[src/rtl/hazard_ctrl_if.sv]
// Hazard-control bundle between the RV32I pipeline (master) and hazard_ctrl (slave).
// Carries hazard detection inputs and the stage enable/flush/fault outputs.
interface hazard_ctrl_if;
  logic       mem_read_ID_EX;
  logic [4:0] rd_ID_EX;
  logic [4:0] rs1_IF_ID;
  logic [4:0] rs2_IF_ID;
  logic       uses_rs1_IF_ID;
  logic       uses_rs2_IF_ID;
  logic       branch_taken_EX;
  logic       dmem_req_EX_MEM;
  logic       dmem_ready;

  logic       pc_en;
  logic       if_id_en;
  logic       id_ex_en;
  logic       ex_mem_en;
  logic       mem_wb_en;
  logic       if_id_flush;
  logic       id_ex_flush;
  logic       mem_wb_flush;
  logic       mem_fault;

  modport master (
    output mem_read_ID_EX, rd_ID_EX, rs1_IF_ID, rs2_IF_ID, uses_rs1_IF_ID, uses_rs2_IF_ID,
           branch_taken_EX, dmem_req_EX_MEM, dmem_ready,
    input  pc_en, if_id_en, id_ex_en, ex_mem_en, mem_wb_en, if_id_flush, id_ex_flush,
           mem_wb_flush, mem_fault
  );

  modport slave (
    input  mem_read_ID_EX, rd_ID_EX, rs1_IF_ID, rs2_IF_ID, uses_rs1_IF_ID, uses_rs2_IF_ID,
           branch_taken_EX, dmem_req_EX_MEM, dmem_ready,
    output pc_en, if_id_en, id_ex_en, ex_mem_en, mem_wb_en, if_id_flush, id_ex_flush,
           mem_wb_flush, mem_fault
  );
endinterface

[src/rtl/hazard_ctrl.sv]
// Pipeline hazard controller: reset hold, load-use stall, branch flush, dmem wait/timeout.
// Define HAZARD_PERF_CNT_EN to build the stall/flush/load-use performance counters.
module hazard_ctrl #(
  parameter int unsigned RESET_HOLD  = 2,
  parameter int unsigned MEM_TIMEOUT = 16
) (
  input  logic         clk,
  input  logic         rst,
  hazard_ctrl_if.slave hz,
  output logic [31:0]  stall_cycles,
  output logic [31:0]  flush_events,
  output logic [31:0]  load_use_events
);

  localparam int unsigned HoldW = (RESET_HOLD > 1) ? $clog2(RESET_HOLD) : 1;
  localparam int unsigned WaitW = (MEM_TIMEOUT > 0) ? $clog2(MEM_TIMEOUT + 1) : 1;
  localparam logic [HoldW-1:0] HoldLast = HoldW'(RESET_HOLD - 1);
  localparam logic [WaitW-1:0] WaitMax  = WaitW'(MEM_TIMEOUT);
  localparam logic [WaitW-1:0] WaitLast = (MEM_TIMEOUT > 0) ? WaitW'(MEM_TIMEOUT - 1) : '0;

  localparam logic [1:0] StInit    = 2'd0;
  localparam logic [1:0] StRun     = 2'd1;
  localparam logic [1:0] StMemWait = 2'd2;

  logic [1:0]       state_q, state_d;
  logic [HoldW-1:0] hold_q, hold_d;
  logic [WaitW-1:0] wait_q, wait_d;

  logic lu, ms, timeout, freeze, init_out;

  always_comb begin
    lu = hz.mem_read_ID_EX && (hz.rd_ID_EX != 5'd0) &&
         ((hz.uses_rs1_IF_ID && (hz.rs1_IF_ID == hz.rd_ID_EX)) ||
          (hz.uses_rs2_IF_ID && (hz.rs2_IF_ID == hz.rd_ID_EX)));
    ms       = hz.dmem_req_EX_MEM && !hz.dmem_ready;
    timeout  = (MEM_TIMEOUT != 0) && ms && (wait_q == WaitLast);
    freeze   = ms && !timeout;
    init_out = rst || (state_q == StInit);
  end

  always_comb begin
    hz.pc_en        = 1'b1;
    hz.if_id_en     = 1'b1;
    hz.id_ex_en     = 1'b1;
    hz.ex_mem_en    = 1'b1;
    hz.mem_wb_en    = 1'b1;
    hz.if_id_flush  = 1'b0;
    hz.id_ex_flush  = 1'b0;
    hz.mem_wb_flush = 1'b0;
    hz.mem_fault    = 1'b0;
    if (init_out) begin
      hz.pc_en        = 1'b0;
      hz.if_id_flush  = 1'b1;
      hz.id_ex_flush  = 1'b1;
      hz.mem_wb_flush = 1'b1;
    end else if (freeze) begin
      hz.pc_en     = 1'b0;
      hz.if_id_en  = 1'b0;
      hz.id_ex_en  = 1'b0;
      hz.ex_mem_en = 1'b0;
      hz.mem_wb_en = 1'b0;
    end else begin
      // A timed-out access is dropped and the whole pipe is released.
      hz.mem_fault    = timeout;
      hz.mem_wb_flush = timeout;
      if (hz.branch_taken_EX) begin
        hz.if_id_flush = 1'b1;
        hz.id_ex_flush = 1'b1;
      end else if (lu) begin
        hz.id_ex_flush = 1'b1;
        if (!timeout) begin
          hz.pc_en    = 1'b0;
          hz.if_id_en = 1'b0;
        end
      end
    end
  end

  always_comb begin
    state_d = state_q;
    hold_d  = hold_q;
    wait_d  = wait_q;
    case (state_q)
      StInit: begin
        if (hold_q == HoldLast) begin
          state_d = StRun;
          hold_d  = '0;
        end else begin
          hold_d = hold_q + 1'b1;
        end
      end
      StRun, StMemWait: begin
        if (freeze) begin
          state_d = StMemWait;
          if (wait_q != WaitMax) wait_d = wait_q + 1'b1;
        end else begin
          state_d = StRun;
          wait_d  = '0;
        end
      end
      default: begin
        state_d = StInit;
        hold_d  = '0;
        wait_d  = '0;
      end
    endcase
  end

  always_ff @(posedge clk) begin
    if (rst) begin
      state_q <= StInit;
      hold_q  <= '0;
      wait_q  <= '0;
    end else begin
      state_q <= state_d;
      hold_q  <= hold_d;
      wait_q  <= wait_d;
    end
  end

`ifdef HAZARD_PERF_CNT_EN
  always_ff @(posedge clk) begin
    if (rst) begin
      stall_cycles    <= '0;
      flush_events    <= '0;
      load_use_events <= '0;
    end else if (state_q != StInit) begin
      if (!hz.pc_en) stall_cycles <= stall_cycles + 32'd1;
      if (hz.branch_taken_EX && !freeze) flush_events <= flush_events + 32'd1;
      if (lu && !hz.branch_taken_EX && !freeze) load_use_events <= load_use_events + 32'd1;
    end
  end
`else
  assign stall_cycles    = 32'd0;
  assign flush_events    = 32'd0;
  assign load_use_events = 32'd0;
`endif

endmodule

[src/flat_wrapper.sv]
// flat-port wrapper written by rule: the top's interface ports become plain ports
module hazard_ctrl_flat 
#(
  parameter int unsigned RESET_HOLD  = 2,
  parameter int unsigned MEM_TIMEOUT = 16
)
  (clk, rst, stall_cycles, flush_events, load_use_events, hz_mem_read_ID_EX, hz_rd_ID_EX, hz_rs1_IF_ID, hz_rs2_IF_ID, hz_uses_rs1_IF_ID, hz_uses_rs2_IF_ID, hz_branch_taken_EX, hz_dmem_req_EX_MEM, hz_dmem_ready, hz_pc_en, hz_if_id_en, hz_id_ex_en, hz_ex_mem_en, hz_mem_wb_en, hz_if_id_flush, hz_id_ex_flush, hz_mem_wb_flush, hz_mem_fault);
  hazard_ctrl_if hz_i ();
  input  logic clk;
  input  logic rst;
  output logic [31:0] stall_cycles;
  output logic [31:0] flush_events;
  output logic [31:0] load_use_events;
  input wire logic [$bits(hz_i.mem_read_ID_EX)-1:0] hz_mem_read_ID_EX;
  input wire logic [$bits(hz_i.rd_ID_EX)-1:0] hz_rd_ID_EX;
  input wire logic [$bits(hz_i.rs1_IF_ID)-1:0] hz_rs1_IF_ID;
  input wire logic [$bits(hz_i.rs2_IF_ID)-1:0] hz_rs2_IF_ID;
  input wire logic [$bits(hz_i.uses_rs1_IF_ID)-1:0] hz_uses_rs1_IF_ID;
  input wire logic [$bits(hz_i.uses_rs2_IF_ID)-1:0] hz_uses_rs2_IF_ID;
  input wire logic [$bits(hz_i.branch_taken_EX)-1:0] hz_branch_taken_EX;
  input wire logic [$bits(hz_i.dmem_req_EX_MEM)-1:0] hz_dmem_req_EX_MEM;
  input wire logic [$bits(hz_i.dmem_ready)-1:0] hz_dmem_ready;
  output wire logic [$bits(hz_i.pc_en)-1:0] hz_pc_en;
  output wire logic [$bits(hz_i.if_id_en)-1:0] hz_if_id_en;
  output wire logic [$bits(hz_i.id_ex_en)-1:0] hz_id_ex_en;
  output wire logic [$bits(hz_i.ex_mem_en)-1:0] hz_ex_mem_en;
  output wire logic [$bits(hz_i.mem_wb_en)-1:0] hz_mem_wb_en;
  output wire logic [$bits(hz_i.if_id_flush)-1:0] hz_if_id_flush;
  output wire logic [$bits(hz_i.id_ex_flush)-1:0] hz_id_ex_flush;
  output wire logic [$bits(hz_i.mem_wb_flush)-1:0] hz_mem_wb_flush;
  output wire logic [$bits(hz_i.mem_fault)-1:0] hz_mem_fault;
  assign hz_i.mem_read_ID_EX = hz_mem_read_ID_EX;
  assign hz_i.rd_ID_EX = hz_rd_ID_EX;
  assign hz_i.rs1_IF_ID = hz_rs1_IF_ID;
  assign hz_i.rs2_IF_ID = hz_rs2_IF_ID;
  assign hz_i.uses_rs1_IF_ID = hz_uses_rs1_IF_ID;
  assign hz_i.uses_rs2_IF_ID = hz_uses_rs2_IF_ID;
  assign hz_i.branch_taken_EX = hz_branch_taken_EX;
  assign hz_i.dmem_req_EX_MEM = hz_dmem_req_EX_MEM;
  assign hz_i.dmem_ready = hz_dmem_ready;
  assign hz_pc_en = hz_i.pc_en;
  assign hz_if_id_en = hz_i.if_id_en;
  assign hz_id_ex_en = hz_i.id_ex_en;
  assign hz_ex_mem_en = hz_i.ex_mem_en;
  assign hz_mem_wb_en = hz_i.mem_wb_en;
  assign hz_if_id_flush = hz_i.if_id_flush;
  assign hz_id_ex_flush = hz_i.id_ex_flush;
  assign hz_mem_wb_flush = hz_i.mem_wb_flush;
  assign hz_mem_fault = hz_i.mem_fault;
  hazard_ctrl #(.RESET_HOLD(RESET_HOLD), .MEM_TIMEOUT(MEM_TIMEOUT)) u_core (.clk(clk), .rst(rst), .hz(hz_i), .stall_cycles(stall_cycles), .flush_events(flush_events), .load_use_events(load_use_events));
endmodule
[config.mk]
export PLATFORM = sky130hd
export DESIGN_NAME = hazard_ctrl_flat
export DESIGN_NICKNAME = d
export VERILOG_FILES = /design/src/rtl/hazard_ctrl_if.sv /design/src/rtl/hazard_ctrl.sv /design/src/flat_wrapper.sv
export SDC_FILE = /design/constraint.sdc
export NUM_CORES = 1
export LEC_CHECK = 0
export CORE_MARGIN = 1.5
export CORE_UTILIZATION = 34
export DETAILED_ROUTE_END_ITERATION = 10
export GPL_TIMING_DRIVEN = 0
export PLACE_DENSITY = 0.95
export REMOVE_ABC_BUFFERS = 1
export SYNTH_ARGS = -nofsm -noshare
export SYNTH_HDL_FRONTEND = slang
export SYNTH_SLANG_ARGS = --single-unit
[constraint.sdc]
create_clock -name clk -period 3.4 [get_ports clk]
set_clock_uncertainty 0.15 [all_clocks]
set_input_delay 0.34 -clock clk [delete_from_list [all_inputs] [get_ports clk]]
set_output_delay 0.34 -clock clk [all_outputs]
set_load 0.1 [all_outputs]
== Word-level counts from Yosys, hierarchy flattened ==
Cells that the tools add are included.

* Bits in registers: 8
* Input bits: 23

* $add $sub $neg: 2
* Eq/ne operators: 8
* Mux-type cells: 26
* Bitwise operators: 1
* Reductions and logical operators: 15

{| class="wikitable"
|+ Operators with widths
! kind !! count
|-
| $mux W1 || 19
|-
| $eq A5 B5 Y1 || 2
|-
| $mux W5 || 2
|-
| $pmux W5 S2 || 1
|-
| $logic_and A1 B1 Y1 || 7
|-
| $add A5 B1 Y5 const B || 1
|-
| $eq A5 B4 Y1 const B || 1
|-
| $ne A5 B5 Y1 const B || 1
|-
| $reduce_bool A5 Y1 || 1
|-
| $mux W2 || 2
|-
| $pmux W2 S2 || 1
|-
| $ne A3 B3 Y1 const B || 1
|-
| $eq A2 B1 Y1 const B || 1
|-
| $eq A2 B2 Y1 const B || 1
|-
| $logic_not A1 Y1 || 2
|-
| $logic_not A2 Y1 || 1
|-
| $logic_or A1 B1 Y1 || 2
|-
| $ne A2 B1 Y1 const B || 1
|-
| $pmux W1 S2 || 1
|-
| $reduce_and A2 Y1 || 1
|-
| $reduce_or A2 Y1 || 1
|-
| $add A1 B1 Y1 const B || 1
|-
| $not A1 Y1 || 1
|}

== Longest topological paths before layout ==
* Word-level depth: 8
* Mapped depth: 7
* Depth with buffers taken out: 7

== Worst setup path before layout ==
OpenSTA, ideal clock, no wires.

* Path kind: register to output
* Start: register u_core.wait_q[0]
* End: output port hz_id_ex_flush
* Arrival time: 3,809 ps
* Required time: 2,910 ps
* Path slack: -899 ps
* Stages on the path, launching flop included: 7
* Buffers on the path: 0
* Cells stage by stage: dfxtp_1 -> ha_1 -> and3_1 -> ha_1 -> nor3b_4 -> o21ai_0 -> a31o_2

* Cells in the longest elaborated chain, start to end: 6

{| class="wikitable"
|+ RTL lines
! item !! RTL line !! RTL
|-
| start: declaration || hazard_ctrl.sv:27 || <nowiki>logic [WaitW-1:0] wait_q, wait_d;</nowiki>
|-
| start signal: assignment || hazard_ctrl.sv:117 || <nowiki>wait_q <= wait_d;</nowiki>
|-
| $eq A5 B4 Y1 || hazard_ctrl.sv:36 || <nowiki>timeout = (MEM_TIMEOUT != 0) && ms && (wait_q == WaitLast);</nowiki>
|-
| $logic_and A1 B1 Y1 || hazard_ctrl.sv:36 ||
|-
| $logic_not A1 Y1 || hazard_ctrl.sv:37 || <nowiki>freeze = ms && !timeout;</nowiki>
|-
| $logic_and A1 B1 Y1 || hazard_ctrl.sv:37 ||
|-
| $mux W1 || hazard_ctrl.sv:56 || <nowiki>end else if (freeze) begin</nowiki>
|-
| $mux W1 || hazard_ctrl.sv:51 || <nowiki>if (init_out) begin</nowiki>
|-
| end: declaration || flat_wrapper.sv:29 || <nowiki>output wire logic [$bits(hz_i.id_ex_flush)-1:0] hz_id_ex_flush;</nowiki>
|}

Every way passes these cells.

== Worst setup path after layout ==
* Start: input port hz_rd_ID_EX[1]
* End: output port hz_if_id_en

* Cells in the longest elaborated chain, start to end: 8
* Elaborated cells between the ends (all ways): 12

{| class="wikitable"
|+ RTL lines
! item !! RTL line !! RTL
|-
| start: declaration || flat_wrapper.sv:15 || <nowiki>input wire logic [$bits(hz_i.rd_ID_EX)-1:0] hz_rd_ID_EX;</nowiki>
|-
| $eq A5 B5 Y1 (on tied branches) || hazard_ctrl.sv:33, hazard_ctrl.sv:34 ||
|-
| $logic_and A1 B1 Y1 (on tied branches) || hazard_ctrl.sv:33, hazard_ctrl.sv:34 ||
|-
| $logic_or A1 B1 Y1 || hazard_ctrl.sv:33 || <nowiki>((hz.uses_rs1_IF_ID && (hz.rs1_IF_ID == hz.rd_ID_EX)) ||</nowiki>
|-
| $logic_and A1 B1 Y1 * || hazard_ctrl.sv:32 || <nowiki>lu = hz.mem_read_ID_EX && (hz.rd_ID_EX != 5'd0) &&</nowiki>
|-
| $mux W1 * || hazard_ctrl.sv:69 || <nowiki>end else if (lu) begin</nowiki>
|-
| $mux W1 * || hazard_ctrl.sv:66 || <nowiki>if (hz.branch_taken_EX) begin</nowiki>
|-
| $mux W1 * || hazard_ctrl.sv:56 ||
|-
| $mux W1 * || hazard_ctrl.sv:51 ||
|-
| end: declaration || flat_wrapper.sv:24 || <nowiki>output wire logic [$bits(hz_i.if_id_en)-1:0] hz_if_id_en;</nowiki>
|}

Every way passes the cells marked *; elsewhere a longest branch is shown, timed or not.

==> reports/results.tsv <==
metric	value	unit
hold crit path type	reg -> reg	
Setup crit end kind	output pin	
GPL Wtd Cong	0.739	
PD cells	700	nW/um2
sequential area share after synthesis	0.114	
critical path class	in -> out	
GRT Total Usage	0.0882	
CTS Buf Count	3	
startpoint types	input port	
run status	finished, final reports clean	
total power	1000	uW
antenna-violating nets left	0	
Worst Path Required	2.91	ns
Setup Fix Bufs, Post-CTS	0	
Hold Vio Cnt, Final	0	
CTS tree	yes	
via/cell ratio	3.64	
Initial DRC Count	15	
Worst-Margin Slew	0.979	ns
Worst VDD drop	0.178	mV
number of diodes	0	
Layout Nets	243	
Die X-Extent	67.3	um
post-synth top area share	0.523	
synthesized flop and latch total	8	
Worst EP arrival	2.77	ns
CTS max path bufs	2	
core area	4000	um2
pin count of the biggest net entering global routing	12	
io pins	128	
remaining global-route overflow	0	
Max-Cap Viols	0	
Leak Pwr	0.000691	uW
Avg Inst Size Synth	7.69	um2
prevailing post-synth register cell	dfxtp_1	
Synth top cells by count	buf_4 (98), xnor2_1 (12), nand2_1 (9), nor2_1 (9), dfxtp_1 (8)	
Cell Area, Synth	1410	um2
Pre-antenna DRT Iters	4	
Cell Rows	23	
Die Ht	67.3	um
vias	957	
setup slack, reg-to-reg	1.31	ns
FFs w/ async S/R, synth	0	
Fin Setup TNS	0	ns
number of fill cells in the layout	438	
initial antenna violation count	0	
fmax	306	MHz
first-pass GRT wire length	2880	um
final setup vio count	0	
number of synthesis warnings	0	
CTS sink cnt	8	
final wirelength	2180	um
Area Growth Syn to Fin	1.69	%
Distinct cells, synth	31	
most common cell in the synthesized netlist	buf_4	
RSZ-0062 raised after global routing	false	
CTS H-tree lvls	1	
layout cells sized above 1	0.0423	
Clk Latency, worst-skew pair	0.23	ns
Initial Util	0.352	
Slew HR	0.345	
top post-synthesis cells by area	buf_4 (52%), dfxtp_1 (11%), xnor2_1 (7.5%), ha_1 (4.4%), a21oi_1 (2.5%)	
fin crit period	3.26	ns
clock root cell	clkbuf_8	
Post-route DRC	0	
final period utilization	0.960	
worst-path maximum fanout	3	
top cell type by total area after synthesis	buf_4	
Max Slew Vio Count	0	
IO buf count	31	
Detailed Place HPWL	1930	um
EDFF count, synth	0	
die area	4530	um2
clk slew on worst S/H paths	0.04	ns
Syn Inst Count	183	
number of global-route vias before repair	714	
per-cell routed wire length	8.30	um
cells in the final DEF, fill, tap and decap left out, types with 2 or more instances in the layout:
cell type,instances
a21oi_1,7
and3_1,2
clkbuf_8,3
clkdlybuf4s50_1,28
conb_1,96
dfxtp_1,8
dlygate4sd2_1,2
ha_1,5
inv_1,6
nand2_1,9
nand2b_1,2
nand4_1,2
nand4b_1,2
nor2_1,9
o21ai_0,2
or2_2,2
xnor2_1,12
final cells by class:
cell class / instances / area (um2) / area share
multi-input combinational: 165 / 835 / 0.583
inverter: 6 / 22.5 / 0.0157
timing repair buffer: 31 / 310 / 0.217
clock buffer: 3 / 41.3 / 0.0288
sequential: 8 / 160 / 0.112
tap: 50 / 62.6 / 0.0437
flip-flops by register name (all words and copies together) (netlist names):
register        cells
u_core.wait_q       5
u_core.state_q      2
u_core.hold_q       1
path summary, 6_finish.rpt:
kind                                               startpoint                             to  depth (start not counted)
worst max-delay path                           hz_rd_ID_EX[1]                    hz_if_id_en                          6
worst min-delay path               u_core.hold_q$_SDFFE_PP0P_     u_core.hold_q$_SDFFE_PP0P_                          2
worst max register to register  u_core.wait_q[0]$_SDFFE_PP0P_  u_core.wait_q[4]$_SDFFE_PP0P_                          7
worst min register to register     u_core.hold_q$_SDFFE_PP0P_     u_core.hold_q$_SDFFE_PP0P_                          2
repair_timing:
action	4_1_cts	5_1_grt
endpoints found under the setup margin	2	1
hold buffers	0	0
gates resized for setup	2	1
stage by stage:
| step | hold WS (ns) | setup slack, ns | instances | utilization | area (um2) |
|---|---|---|---|---|---|
| 4_1_cts | 0.353 | 0.00190 | 263 | 0.357 | 1430 |
| 2_1_floorplan | 0.259 | -1.03 | 179 | - | 1020 |
| 3_5_place_dp | 0.348 | -0.149 | 260 | 0.348 | 1390 |
| 3_3_place_gp | 0.334 | -0.127 | 260 | 0.348 | 1390 |
| 5_1_grt | 0.388 | 0.0540 | 263 | 0.358 | 1430 |
| 6_report | 0.354 | 0.137 | 263 | 0.358 | 1430 |
metal layers:
metal	up-vias	wire (um)	track usage
met1	421	675	0.0710
met3	5	353	0.0383
met2	78	1110	0.176
met5	-	0	0
met4	0	40	0.0459
li1	453	-	-
critical path, cell delays in order:
cell and delay (ns):
clkdlybuf4s50_1 0.47, or4_1 0.57, o21a_1 0.22, and3_1 0.18
a21boi_2 0.12, dlygate4sd2_1 0.87
power by group:
group	internal (uW)	switching [uW]	leakage (uW)
Sequential	114	19.5	0.0000651
Combinational	106	647	0.000605
Clock	76.8	38.6	0.0000216
Total	297	705	0.000691
cells by family after synthesis:
kind of cell / count (synthesis) / share of synthesized area
and+or+nand+nor: 37 / 0.151
DFF: 8 / 0.114
AOI/OAI and AO/OA: 14 / 0.0605
other: 1 / 0.00266
xor gates and xnor gates: 13 / 0.0809
buffers and inverters: 105 / 0.547
adders and majority gates: 5 / 0.0444
No activity file was read; power rests on OpenSTA's default activity.
